### config.mk
export PLATFORM = sky130hd
export DESIGN_NAME = zone_gray_stat
export DESIGN_NICKNAME = d
export VERILOG_FILES = /design/src/rtl/zone_gray_stat.sv
export SDC_FILE = /design/constraint.sdc
export NUM_CORES = 1
export LEC_CHECK = 0
export CORE_ASPECT_RATIO = 0.75
export CORE_UTILIZATION = 40
export CTS_CLUSTER_DIAMETER = 150
export DETAILED_ROUTE_END_ITERATION = 6
export PLACE_DENSITY_LB_ADDON = 0.25
export SLEW_MARGIN = 20
export SYNTH_ARGS = -nofsm -noshare
export SYNTH_HDL_FRONTEND = slang
export SYNTH_SLANG_ARGS = --single-unit
### constraint.sdc
create_clock -name clk -period 6.26 [get_ports clk]
set_input_delay 1.252 -clock clk [delete_from_list [all_inputs] [get_ports clk]]
set_output_delay 1.252 -clock clk [all_outputs]
set_load 0.02 [all_outputs]
### src/rtl/zone_gray_stat.sv
// rtl/zone_gray_stat.sv - reduces an RGB pixel stream to one 8-bit gray statistic per backlight zone
// Optional macro ZONE_GRAY_TEMPORAL_EN adds a per-zone temporal filter on the emitted value.
module zone_gray_stat #(
  parameter int ZONES_X = 8,
  parameter int ZONES_Y = 4,
  parameter int ZW_LOG2 = 4,
  parameter int ZH_LOG2 = 4
) (
  input  logic                               clk,
  input  logic                               rst_n,
  input  logic                               pix_valid,
  input  logic                               pix_sof,
  input  logic [7:0]                         pix_r,
  input  logic [7:0]                         pix_g,
  input  logic [7:0]                         pix_b,
  input  logic [1:0]                         stat_sel,
  output logic                               zone_valid,
  input  logic                               zone_ready,
  output logic [$clog2(ZONES_X*ZONES_Y)-1:0] zone_idx,
  output logic [7:0]                         zone_gray,
  output logic                               zone_last,
  output logic                               overrun,
  output logic                               frame_err
);
  localparam int NZ = ZONES_X * ZONES_Y;
  localparam int IW = $clog2(NZ);
  localparam int FW = ZONES_X << ZW_LOG2;
  localparam int FH = ZONES_Y << ZH_LOG2;
  localparam int XW = (FW > 1) ? $clog2(FW) : 1;
  localparam int YW = (FH > 1) ? $clog2(FH) : 1;
  localparam int PW = (ZONES_X > 1) ? $clog2(ZONES_X) : 1;
  localparam int SW = 8 + ZW_LOG2 + ZH_LOG2;
  localparam logic [YW-1:0] ZH_MASK = YW'((1 << ZH_LOG2) - 1);

  typedef enum logic [1:0] {IDLE, LOAD, DRAIN} state_t;

  state_t        state_q, state_d;
  logic          active_q, active_d;
  logic [XW-1:0] x_q, x_d;
  logic [YW-1:0] y_q, y_d;
  logic [1:0]    sel_q, sel_d;
  logic [7:0]    acc_max_q [ZONES_X];
  logic [7:0]    acc_max_d [ZONES_X];
  logic [SW-1:0] acc_sum_q [ZONES_X];
  logic [SW-1:0] acc_sum_d [ZONES_X];
  logic          rdone_q, rdone_d;
  logic [IW-1:0] rbase_q, rbase_d;
  logic [7:0]    out_max_q [ZONES_X];
  logic [7:0]    out_max_d [ZONES_X];
  logic [SW-1:0] out_sum_q [ZONES_X];
  logic [SW-1:0] out_sum_d [ZONES_X];
  logic [1:0]    osel_q, osel_d;
  logic [IW-1:0] obase_q, obase_d;
  logic [PW-1:0] ptr_q, ptr_d;
  logic          overrun_q, overrun_d;
  logic          frame_err_q, frame_err_d;

  logic [7:0]    gray;
  logic          take, last_x, row_end, frame_end;
  logic [XW-1:0] cur_x, ent;
  logic [YW-1:0] cur_y;
  logic          hs, bank_free;
  logic [7:0]    raw_max, raw_mean, raw_gray;
  logic [8:0]    blend9;

  always_comb begin
    gray = pix_r;
    if (pix_g > gray) gray = pix_g;
    if (pix_b > gray) gray = pix_b;
    take      = pix_valid && (pix_sof || active_q);
    cur_x     = pix_sof ? '0 : x_q;
    cur_y     = pix_sof ? '0 : y_q;
    last_x    = (cur_x == XW'(FW - 1));
    row_end   = take && last_x && ((cur_y & ZH_MASK) == ZH_MASK);
    frame_end = take && last_x && (cur_y == YW'(FH - 1));
    ent       = cur_x >> ZW_LOG2;
  end

  always_comb begin
    active_d    = active_q;
    x_d         = x_q;
    y_d         = y_q;
    sel_d       = sel_q;
    frame_err_d = frame_err_q;
    if (take) begin
      if (pix_sof) begin
        sel_d = stat_sel;
        if (active_q) frame_err_d = 1'b1;
      end
      active_d = !frame_end;
      if (last_x) begin
        x_d = '0;
        y_d = frame_end ? '0 : cur_y + 1'b1;
      end else begin
        x_d = cur_x + 1'b1;
      end
    end
  end

  // Clearing on capture and accumulating the same cycle's pixel keeps row boundaries lossless.
  always_comb begin
    for (int e = 0; e < ZONES_X; e++) begin
      acc_max_d[e] = (rdone_q || (take && pix_sof)) ? 8'd0 : acc_max_q[e];
      acc_sum_d[e] = (rdone_q || (take && pix_sof)) ? '0 : acc_sum_q[e];
      if (take && (ent == XW'(e))) begin
        if (gray > acc_max_d[e]) acc_max_d[e] = gray;
        acc_sum_d[e] = acc_sum_d[e] + SW'(gray);
      end
    end
    rdone_d = row_end;
    rbase_d = IW'(int'(cur_y >> ZH_LOG2) * ZONES_X);
  end

  always_comb begin
    hs        = (state_q == DRAIN) && zone_ready;
    bank_free = (state_q == IDLE) || (hs && (ptr_q == PW'(ZONES_X - 1)));
    state_d   = state_q;
    ptr_d     = ptr_q;
    out_max_d = out_max_q;
    out_sum_d = out_sum_q;
    osel_d    = osel_q;
    obase_d   = obase_q;
    overrun_d = overrun_q;
    case (state_q)
      LOAD:  state_d = DRAIN;
      DRAIN: begin
        if (hs) begin
          if (ptr_q == PW'(ZONES_X - 1)) state_d = IDLE;
          else ptr_d = ptr_q + 1'b1;
        end
      end
      default: ;
    endcase
    if (rdone_q) begin
      if (bank_free) begin
        out_max_d = acc_max_q;
        out_sum_d = acc_sum_q;
        osel_d    = sel_q;
        obase_d   = rbase_q;
        ptr_d     = '0;
`ifdef ZONE_GRAY_TEMPORAL_EN
        state_d   = LOAD;
`else
        state_d   = DRAIN;
`endif
      end else begin
        overrun_d = 1'b1;
      end
    end
  end

  always_comb begin
    raw_max  = out_max_q[ptr_q];
    raw_mean = 8'(out_sum_q[ptr_q] >> (ZW_LOG2 + ZH_LOG2));
    blend9   = {1'b0, raw_max} + {1'b0, raw_mean} + 9'd1;
    case (osel_q)
      2'd1:    raw_gray = raw_mean;
      2'd2:    raw_gray = blend9[8:1];
      default: raw_gray = raw_max;
    endcase
  end

  assign zone_valid = (state_q == DRAIN);
  assign zone_idx   = obase_q + IW'(ptr_q);
  assign zone_last  = zone_valid && (zone_idx == IW'(NZ - 1));
  assign overrun    = overrun_q;
  assign frame_err  = frame_err_q;

`ifdef ZONE_GRAY_TEMPORAL_EN
  logic [7:0] hist_q [NZ];
  logic [7:0] hist_d [NZ];
  logic       first_q, first_d;
  logic [9:0] filt10;

  always_comb begin
    filt10    = 10'(hist_q[zone_idx]) * 10'd3 + 10'(raw_gray) + 10'd2;
    zone_gray = first_q ? raw_gray : filt10[9:2];
    hist_d    = hist_q;
    first_d   = first_q;
    if (hs) begin
      hist_d[zone_idx] = zone_gray;
      if (zone_last) first_d = 1'b0;
    end
  end

  always_ff @(posedge clk or negedge rst_n) begin
    if (!rst_n) begin
      for (int i = 0; i < NZ; i++) hist_q[i] <= 8'd0;
      first_q <= 1'b1;
    end else begin
      hist_q  <= hist_d;
      first_q <= first_d;
    end
  end
`else
  assign zone_gray = raw_gray;
`endif

  always_ff @(posedge clk or negedge rst_n) begin
    if (!rst_n) begin
      state_q     <= IDLE;
      active_q    <= 1'b0;
      x_q         <= '0;
      y_q         <= '0;
      sel_q       <= 2'd0;
      rdone_q     <= 1'b0;
      rbase_q     <= '0;
      osel_q      <= 2'd0;
      obase_q     <= '0;
      ptr_q       <= '0;
      overrun_q   <= 1'b0;
      frame_err_q <= 1'b0;
      for (int e = 0; e < ZONES_X; e++) begin
        acc_max_q[e] <= 8'd0;
        acc_sum_q[e] <= '0;
        out_max_q[e] <= 8'd0;
        out_sum_q[e] <= '0;
      end
    end else begin
      state_q     <= state_d;
      active_q    <= active_d;
      x_q         <= x_d;
      y_q         <= y_d;
      sel_q       <= sel_d;
      rdone_q     <= rdone_d;
      rbase_q     <= rbase_d;
      osel_q      <= osel_d;
      obase_q     <= obase_d;
      ptr_q       <= ptr_d;
      overrun_q   <= overrun_d;
      frame_err_q <= frame_err_d;
      acc_max_q   <= acc_max_d;
      acc_sum_q   <= acc_sum_d;
      out_max_q   <= out_max_d;
      out_sum_q   <= out_sum_d;
    end
  end

endmodule

[After elaboration in Yosys (flattened, before gate mapping)]
Cells that the tools add are included.
Storage, ports and cells
  flip-flop bits (word level): 414
  bits in latches: 0
  memory bits (writable): 0
  bits in read-only memories: 0
  output and inout bits: 17
  word-level logic and storage cells: 177
  memories kept: 0
Cells by class
  $add $sub $neg: 14
  multipliers: 0
  divide/modulo/power cells: 0
  magnitude comparators: 11
  eq/ne operators: 16
  shift-type cells: 0
  mux-type cells: 63
  bitwise operators: 2
  reduce and logical (&&, ||, !) cells: 27
Operator list (number)
  16-bit 2-to-1 mux: 18
  8-bit 2-to-1 mux: 28
  16-bit by 8-bit adder with 16-bit output: 8
  8-bit greater-than comparator: 10
  16-bit binary-select mux with 3-bit select: 1
  8-bit binary-select mux with 3-bit select: 1
  1-bit logical AND: 16
  8-bit case mux with 2 select lines: 1
  3-bit equality test (second input constant): 5
  3-bit 2-to-1 mux: 5
  7-bit 2-to-1 mux: 2
  6-bit 2-to-1 mux: 2
  8-bit by 8-bit adder with 9-bit output: 1
  9-bit by 1-bit adder with 9-bit output (second input constant): 1
  2-bit 2-to-1 mux: 4
  2-bit AND reduction: 4
  7-bit by 1-bit adder with 7-bit output (second input constant): 1
  7-bit equality test (second input constant): 1
  7-bit zero test: 1
  6-bit by 1-bit adder with 6-bit output (second input constant): 1
  3-bit by 2-bit equality test with 1-bit output (second input constant): 2
  6-bit equality test (second input constant): 1
  5-bit by 3-bit adder with 5-bit output: 1
  5-bit equality test (second input constant): 1
  13 further kinds: 17

[Logic depth before layout (Yosys ltp)]
Gate-level depths: netlist of the first run.
  word-level depth: 8
  gate-level depth with buffers: 28
  gate-level depth less buffers: 27

[Least setup slack after synthesis of the first run]
OpenSTA, ideal clock, no wires.
  path kind: input to register
  from: input pix_r[1]
  to: register acc_sum_q[122] (netlist bit)
  arrival time: 7252 ps
  path slack: -1124 ps
  stages on the path: 26
  path buffers: 0
  cell sequence: inv_1 -> ha_1 -> nor2b_1 -> o211ai_1 -> a21oi_1 -> a22oi_4 -> mux2_2 -> inv_1 -> ha_1 -> a21o_1 -> or3_1 -> a21o_1 -> o31a_1 -> nand2_1 -> mux2i_1 -> clkinv_1 -> ha_1 -> ha_1 -> o31ai_1 -> o31ai_1 -> o311ai_1 -> a32oi_1 -> o41ai_2 -> nor2_1 -> xnor2_1 -> nor2_1
RTL lines
  start: declaration: RTL line 13  | input logic [7:0] pix_r,
  end signal: assignment: RTL line 233  | acc_sum_q <= acc_sum_d;
  end: declaration: RTL line 44  | logic [SW-1:0] acc_sum_q [ZONES_X];

==> impl_summary.txt, run 1 <==
----------------------------------------------------
[Routing]
  Starting DRT DRC Count ... 1,564
  Wire length per cell after detailed routing ... 20.92 um
  # DRC ... 2
  Number of iterations in the first detailed-routing pass ... 7
  Number of nets still failing antenna checks after routing ... 0
  Post-Route WL ... 67.41 mm
  Via count ... 18,791
  Mean number of vias per cell ... 5.830

[Global route]
  Largest net degree at the start of global routing ... 137
  Global Route Usage Sum ... 0.2367
  Global-route wire length before repair ... 105.0 mm
  Grt total ovfl ... 0
  Number of antenna violations at the first check in global routing ... 0
  Number of global-route vias before repair ... 18,369

[Synth]
  Mapped cell area ... 22,330 um^2
  Number of synthesis warnings ... 0
  Cell taking the most area after synthesis ... sky130_fd_sc_hd__dfrtp_1
  Top cells by area in the synthesized netlist ... sky130_fd_sc_hd__dfrtp_1 39%, sky130_fd_sc_hd__mux2_2 8.3%, sky130_fd_sc_hd__ha_1 6.2%
  Share of synthesized area occupied by flip-flops and latches ... 0.3922
  Total nets after synthesis ... 2,377
  Primary FF master, synth ... sky130_fd_sc_hd__dfrtp_1
  Average cell area after synthesis ... 9.997 um^2
  Top-count cell post-synth ... sky130_fd_sc_hd__dfrtp_1
  EDFF count, synth ... 0
  Portion of synthesized cell area occupied by the leading cell type ... 0.3922
  Ys async rst share ... 1.000
  Commonest cells in the netlist ... 350 x sky130_fd_sc_hd__dfrtp_1, 245 x sky130_fd_sc_hd__nand2_1, 164 x sky130_fd_sc_hd__mux2_2
  Count of different cell masters after synthesis ... 99
  Number of instances in the synthesized netlist ... 2,234
  Seq cells post-synth ... 350

[Timing]
  Final critical-path share of the clock period ... 0.9838
  Max Clock Skew ... 34.88 ps
  Fin. Hold Viols ... 0
  Final setup violation count ... 0
  Number of max-slew violations in the final report ... 0
  Max Fclk ... 0.1624 GHz
  Worst setup margin ... 101.2 ps
  Fin crit period ... 6159 ps
  Pin slew with the least headroom to its limit ... 979.9 ps
  Max-Slew Margin vs Limit ... 0.3467

[Setup path]
  Endpoint class of the critical path ... register
  Highest-delay cell along the critical path ... sky130_fd_sc_hd__or3_1
  Critical Setup Path Class ... primary input to register
  Crit Path Max Fanout ... 8
  Reg-to-reg startpoint ... rdone_q$_DFF_PN0_
  Setup crit start kind ... primary input
  CP Data Required Time ... 6680 ps
  Cell type with the highest occurrence count on the critical path ... sky130_fd_sc_hd__ha_4
  CP Launch Point ... pix_r[1]
  Worst endpoint data arrival time ... 6580 ps
  Slowest cell delay on critical path ... 380 ps

[Floorplanning]
  I/O Pins ... 48
  Die height ... 206.6 um
  Chip Width ... 274.9 um
  Starting utilization of the core area ... 0.4075
  Core area ... 54,810 um^2
  # rows ... 74
  Die ar. ... 56,790 um^2

[Clock tree]
  Count of clock tree sinks ... 350
  Skew-Pair Late Insertion Delay ... 560 ps
  # H-tree levels ... 2
  Root Buffer Master ... sky130_fd_sc_hd__clkbuf_16
  Maximum number of buffers from clock root to sink ... 3
  TritonCTS clock tree ... built
  Reg clk slew, reported paths ... 60 ps
  Total clock buffers created by CTS ... 40

[Placement]
  Standard cell area after detailed placement ... 25,420 um^2
  IO Port Bufs ... 47
  Total half-perimeter wirelength after legalization and detailed placement ... 48.15 mm
  Placer's final routability congestion estimate ... 0.8947
  Setup WS pre-CTS ... -826.4 ps

[Power]
  Standby leakage power ... 12.51 nW
  Power after layout ... 7.258 mW
  Max VDD drop ... 0.0002339 V
  Pwr Density ... 265.3 nW/um^2

[Final layout]
  Share of layout cells above drive strength 1 ... 0.2639
  Core occupancy in the finished layout ... 0.4992
  Final instance area ... 27,360 um^2
  Area overhead of the layout relative to synthesis ... 22.50%
  Antenna diode count ... 0
  Final net count ... 2,614
  Layout fillers ... 4,974

[Outcome]
  Failing checks ... DRC
  Outcome ... finished with violations

[Job]
  Number of max-cap violations ... 0

[Hold path]
  Worst min-delay path class ... register to register
  Launch instance of the worst min-delay path ... overrun$_DFFE_PN0P_

----------------------------------------------------
## final timing paths
kind / endpoint / slack (ps) / cells after the start
worst max-delay path: acc_sum_q[61]$_DFF_PN0_ / 100 / 28
worst min-delay path: overrun$_DFFE_PN0P_ / 470 / 1
worst max register to register: acc_max_q[43]$_DFF_PN0_ / 2400 / 12
worst min register to register: overrun$_DFFE_PN0P_ / 470 / 1
max in group asynchronous: out_sum_q[28]$_DFFE_PN0P_ / 4250 / 2
min in group asynchronous: acc_max_q[22]$_DFF_PN0_ / 670 / 1
## power breakdown
| group | switching (mW) | internal (mW) | leakage (nW) | total [mW] |
|---|---|---|---|---|
| clock network | 1.02 | 1.43 | 0.657 | 2.45 |
| logic | 1.34 | 1.02 | 7.02 | 2.36 |
| registers | 0.111 | 2.34 | 4.83 | 2.45 |
## layout by cell type (no fill, tap or decap), drive strengths merged, types with 20 or more instances in the layout
master and instances:
maj3 25, a21o 29, mux4 32, o21ai 139, o221ai 23, nand4 35
or3 39, and2 43, a31oi 37, nor3 30, xor2 21, xnor2 114
ha 111, dfrtp 350, nand3 73, clkbuf 58, nand2 248, clkdlybuf4s50 30
buf 273, a21oi 92, nor2 111, mux2 165, and3 20, o211ai 20
inv 64, mux2i 74
## metrics by stage
| step | std cells | TNS, ps | hold slack (ps) |
|---|---|---|---|
| after global placement | 3135 | -65560 | 457.4 |
| after detailed placement | 3135 | -93000 | 461.5 |
| after floorplan | 2234 | -1263 | 440.7 |
| after CTS | 3214 | -94.35 | 476.6 |
| after global routing | 3223 | -110.1 | 502.4 |
| final | 3223 | 0 | 467.4 |
## cell families after synthesis
| logic type | Yosys count | share of synthesized area |
|---|---|---|
| compound gates | 486 | 0.1531 |
| buf+inv | 187 | 0.03294 |
| simple gates | 668 | 0.1457 |
| xor+xnor | 135 | 0.05294 |
| mux | 271 | 0.1488 |
| fa+ha+maj | 137 | 0.07440 |
| flops | 350 | 0.3922 |
## critical path, delay by kind of cell
family	cells	cell delay, ps
adders and majority gates	5	1270
AOI/OAI and AO/OA	9	1590
buffers and inverters	6	650
and+or+nand+nor	5	1090
muxes	3	720
## final cells by class
type | count | area (um^2) | area share
clock inverter | 16 | 188.9 | 0.006905
multi-input combinational | 1697 | 13410 | 0.4900
tap | 722 | 903.4 | 0.03302
sequential | 350 | 8760 | 0.3202
clock buffer | 56 | 1164 | 0.04253
timing repair buffer | 319 | 2691 | 0.09837
inverter | 63 | 246.5 | 0.009009
## sequential cells by signal, summed over array words and instances (netlist names)
signal and count:
state_q 2, sel_q 2, obase_q 2, out_max_q 64, out_sum_q 64, active_q 1
acc_sum_q 128, y_q 6, overrun 1, frame_err 1, rdone_q 1, ptr_q 3
rbase_q 2, x_q 7, osel_q 2, acc_max_q 64
## metal layers
layer	wire length [um]	track usage	vias to the layer above
li1	-	-	8697
met1	31670	0.3462	9429
met2	29250	0.3583	559
met3	4793	0.04153	106
met4	1700	0.06610	0
met5	0	0	-
## timing repair
action,4_1_cts,5_1_grt
pin swaps,11,39
setup endpoints to repair,97,147
gates resized for setup,21,76
buffers inserted,8,9
hold buffers,0,0
No activity file was read; power rests on OpenSTA's default activity.
==> run 2: changes to the inputs <==
Clock period 6.26 ns to 5.2 ns, I/O delays scaled along.
==> run 2 against run 1 <==
Against the previous run: the flow finishes with violations (DRC, setup timing); clock power rose by 18%; routed wire length rose by 6.0%; total power rose by 29%; sequential share of layout area fell by 2.7 points; cell count rose by 3.7%; non-clock buffer count rose by 120; sequential power rose by 20%; combinational power rose by 50%; final area rose by 9.4%; clock-buffer cell count fell by 7; core utilization rose by 4.7 points; first-iteration DRC count rose by 21%; critical path type unchanged; largest cell class unchanged; largest power group is now combinational cells.
==> impl_summary.txt, run 2 (same netlist as run 1, synthesis figures left out) <==
----------------------------------------------------
[Job]
  Number of max-cap violations ... 0 (unchanged)

[Placement]
  IO Port Bufs ... 47 (unchanged)
  Total half-perimeter wirelength after legalization and detailed placement ... 49.41 mm (was 48.15 mm)
  Setup WS pre-CTS ... -1680 ps (was -826.4 ps)
  Count of placed standard cells including taps ... 3,177 (was 3,135)
  Standard cell area after detailed placement ... 25,900 um^2 (was 25,420 um^2)
  Placer's final routability congestion estimate ... 0.9106 (was 0.8947)

[Setup path]
  Critical Setup Path Class ... primary input to register (unchanged)
  Worst reg-to-reg setup slack ... 1550 ps (was 2400 ps)
  CP Data Required Time ... 5670 ps (was 6680 ps)
  Crit Path Max Fanout ... 5 (was 8)
  Highest-delay cell along the critical path ... sky130_fd_sc_hd__or3_4 (was sky130_fd_sc_hd__or3_1)
  Reg-to-reg startpoint ... rdone_q$_DFF_PN0_ (unchanged)
  Critical path's top delay family ... compound AO/OA/AOI/OAI gates (unchanged)
  Endpoint class of the critical path ... register (unchanged)
  Setup crit start kind ... primary input (unchanged)
  Cell type with the highest occurrence count on the critical path ... sky130_fd_sc_hd__ha_4 (unchanged)
  Slowest cell delay on critical path ... 400 ps (was 380 ps)
  Cells on worst reg2reg path ... 14 (was 12)
  Worst endpoint data arrival time ... 6430 ps (was 6580 ps)
  Terminus of the critical flop-to-flop path ... acc_sum_q[40]$_DFF_PN0_ (was acc_max_q[43]$_DFF_PN0_)
  Worst path bufs/invs ... 8 (was 6)

[Global route]
  Largest net degree at the start of global routing ... 97 (was 137)
  Global-route wire length before repair ... 109.6 mm (was 105.0 mm)
  Global Route Usage Sum ... 0.2466 (was 0.2367)
  Number of global-route vias before repair ... 19,378 (was 18,369)
  Grt total ovfl ... 0 (unchanged)
  Number of antenna violations at the first check in global routing ... 1 (was 0)

[Power]
  Max VDD drop ... 0.0001995 V (was 0.0002339 V)
  Pwr Density ... 312.7 nW/um^2 (was 265.3 nW/um^2)
  Power after layout ... 9.357 mW (was 7.258 mW)
  Standby leakage power ... 13.37 nW (was 12.51 nW)

[Clock tree]
  Skew-Pair Late Insertion Delay ... 560 ps (about the same)
  Count of clock tree sinks ... 350 (unchanged)
  Root Buffer Master ... sky130_fd_sc_hd__clkbuf_16 (unchanged)
  Reg clk slew, reported paths ... 60 ps (about the same)
  # H-tree levels ... 2 (unchanged)
  TritonCTS clock tree ... built (unchanged)
  Total clock buffers created by CTS ... 38 (was 40)
  Maximum number of buffers from clock root to sink ... 3 (unchanged)
  CTS Hold Buffers Added ... 0 (unchanged)

[Timing]
  Unrepaired setup endpoints after global routing ... yes
  Max Clock Skew ... 27.36 ps (was 34.88 ps)
  Worst setup margin ... -758.4 ps (was 101.2 ps)
  Final critical-path share of the clock period ... 1.146
  Max Fclk ... 0.1678 GHz
  Number of max-slew violations in the final report ... 0 (unchanged)
  Max-Slew Margin vs Limit ... 0.4431 (was 0.3467)
  Fin. Hold Viols ... 0 (unchanged)
  Fin crit period ... 5958 ps
  Pin slew with the least headroom to its limit ... 833.6 ps (was 979.9 ps)
  Fin Hold WS ... 461.4 ps (was 467.4 ps)
  Final setup violation count ... 171 (was 0)

[Routing]
  Number of nets still failing antenna checks after routing ... 0 (unchanged)
  # DRC ... 3 (was 2)
  Wire length per cell after detailed routing ... 21.39 um (was 20.92 um)
  Post-Route WL ... 71.46 mm (was 67.41 mm)
  Starting DRT DRC Count ... 1,886 (was 1,564)
  Via count ... 19,583 (was 18,791)
  Number of iterations in the first detailed-routing pass ... 7 (unchanged)
  Mean number of vias per cell ... 5.861 (was 5.830)

[Final layout]
  Antenna diode count ... 0 (unchanged)
  Share of layout cells above drive strength 1 ... 0.3765 (was 0.2639)
  Area used by multi-input combinational logic ... 14,740 um^2 (was 13,410 um^2)
  Area overhead of the layout relative to synthesis ... 33.97% (was 22.50%)
  Commonest non-fill, non-tap cell in the layout ... sky130_fd_sc_hd__dfrtp_1 (unchanged)
  Final net count ... 2,733 (was 2,614)
  Layout fillers ... 4,669 (was 4,974)
  Sequential cell area ... 8760 um^2 (unchanged)
  Most flop-heavy register ... acc_sum_q (unchanged)
  Max reg flops ... 128 (unchanged)
  Final instance area ... 29,920 um^2 (was 27,360 um^2)
  Non-filler instance count after layout ... 3,341 (was 3,223)
  Leading cell types in the layout, fill and taps excluded ... 349 x sky130_fd_sc_hd__dfrtp_1, 318 x sky130_fd_sc_hd__buf_4, 237 x sky130_fd_sc_hd__nand2_1 (was 349 x sky130_fd_sc_hd__dfrtp_1, 258 x sky130_fd_sc_hd__buf_4, 243 x sky130_fd_sc_hd__nand2_1)

[Floorplanning]
  Die ar. ... 56,790 um^2 (unchanged)
  Core area ... 54,810 um^2 (unchanged)
  Chip Width ... 274.9 um (unchanged)
  Starting utilization of the core area ... 0.4075 (unchanged)
  Die height ... 206.6 um (unchanged)
  # rows ... 74 (unchanged)
  I/O Pins ... 48 (unchanged)

[Hold path]
  Number of cells on the worst hold path ... 1 (unchanged)
  End point of the most critical hold path ... overrun$_DFFE_PN0P_ (unchanged)
  Worst min-delay path class ... register to register (unchanged)
  Launch instance of the worst min-delay path ... overrun$_DFFE_PN0P_ (unchanged)

[Outcome]
  Failing checks ... DRC, setup timing (was DRC)
  Outcome ... finished with violations (unchanged)

----------------------------------------------------
[run 2: cell types whose count changed in the layout (fill, tap and decap cells not counted), moves of 24 or more]
cell	previous run	this run
sky130_fd_sc_hd__a21oi_1	86	55
sky130_fd_sc_hd__a21oi_2	4	32
sky130_fd_sc_hd__ha_4	15	45
sky130_fd_sc_hd__buf_4	258	318
sky130_fd_sc_hd__o21ai_2	5	29
sky130_fd_sc_hd__buf_6	3	51
sky130_fd_sc_hd__ha_1	91	57
[run 2: how the worst max path moves through the flow]
stage,cells past startpoint,from,endpoint
2_1_floorplan,24,pix_g[1],acc_sum_q[59]$_DFF_PN0_
5_1_grt,30,pix_r[1],acc_sum_q[122]$_DFF_PN0_
6_report,30,pix_r[1],acc_sum_q[92]$_DFF_PN0_
3_5_place_dp,25,pix_r[1],acc_sum_q[12]$_DFF_PN0_
3_3_place_gp,27,pix_r[1],acc_sum_q[122]$_DFF_PN0_
4_1_cts,30,pix_g[0],acc_sum_q[122]$_DFF_PN0_
[run 2: what timing repair did]
item                       CTS  global route
gates resized for setup    152           302
setup buffers               59            59
pin swaps                   94           177
setup endpoints to repair  180           182
gates cloned                 0             1
[run 2: through the flow]
stage,setup TNS (ps),util
after CTS,-76790,0.5174
final,-73900,0.5459
after global routing,-109920,0.5459
after global placement,-212900,0.4725
after detailed placement,-244360,0.4725
after floorplan,-86910,-
[run 2: layer usage]
| metal | up-vias | global-route usage | part of all wire | routed length [um] |
|---|---|---|---|---|
| met5 | - | 0 | 0 | 0 |
| li1 | 8971 | - | - | - |
| met3 | 121 | 0.04384 | 0.068 | 4846 |
| met4 | 0 | 0.05959 | 0.023 | 1622 |
| met2 | 587 | 0.3821 | 0.45 | 32080 |
| met1 | 9904 | 0.3567 | 0.46 | 32910 |
[run 2: final cells by class]
type / instances / share of cell area
Inverter: 63 / 0.009451
Timing Repair Buffer: 439 / 0.1306
Timing Repair inverter: 1 / 0.0003764
Clock buffer: 49 / 0.03555
Clock inverter: 20 / 0.008615
Sequential cell: 350 / 0.2928
Tap cell: 722 / 0.03019
Multi-Input combinational cell: 1697 / 0.4925
[run 2: power by group]
group	internal (mW)	switching [mW]
clock	1.70	1.19
combinational	1.63	1.91
sequential	2.81	0.114
total	6.14	3.21
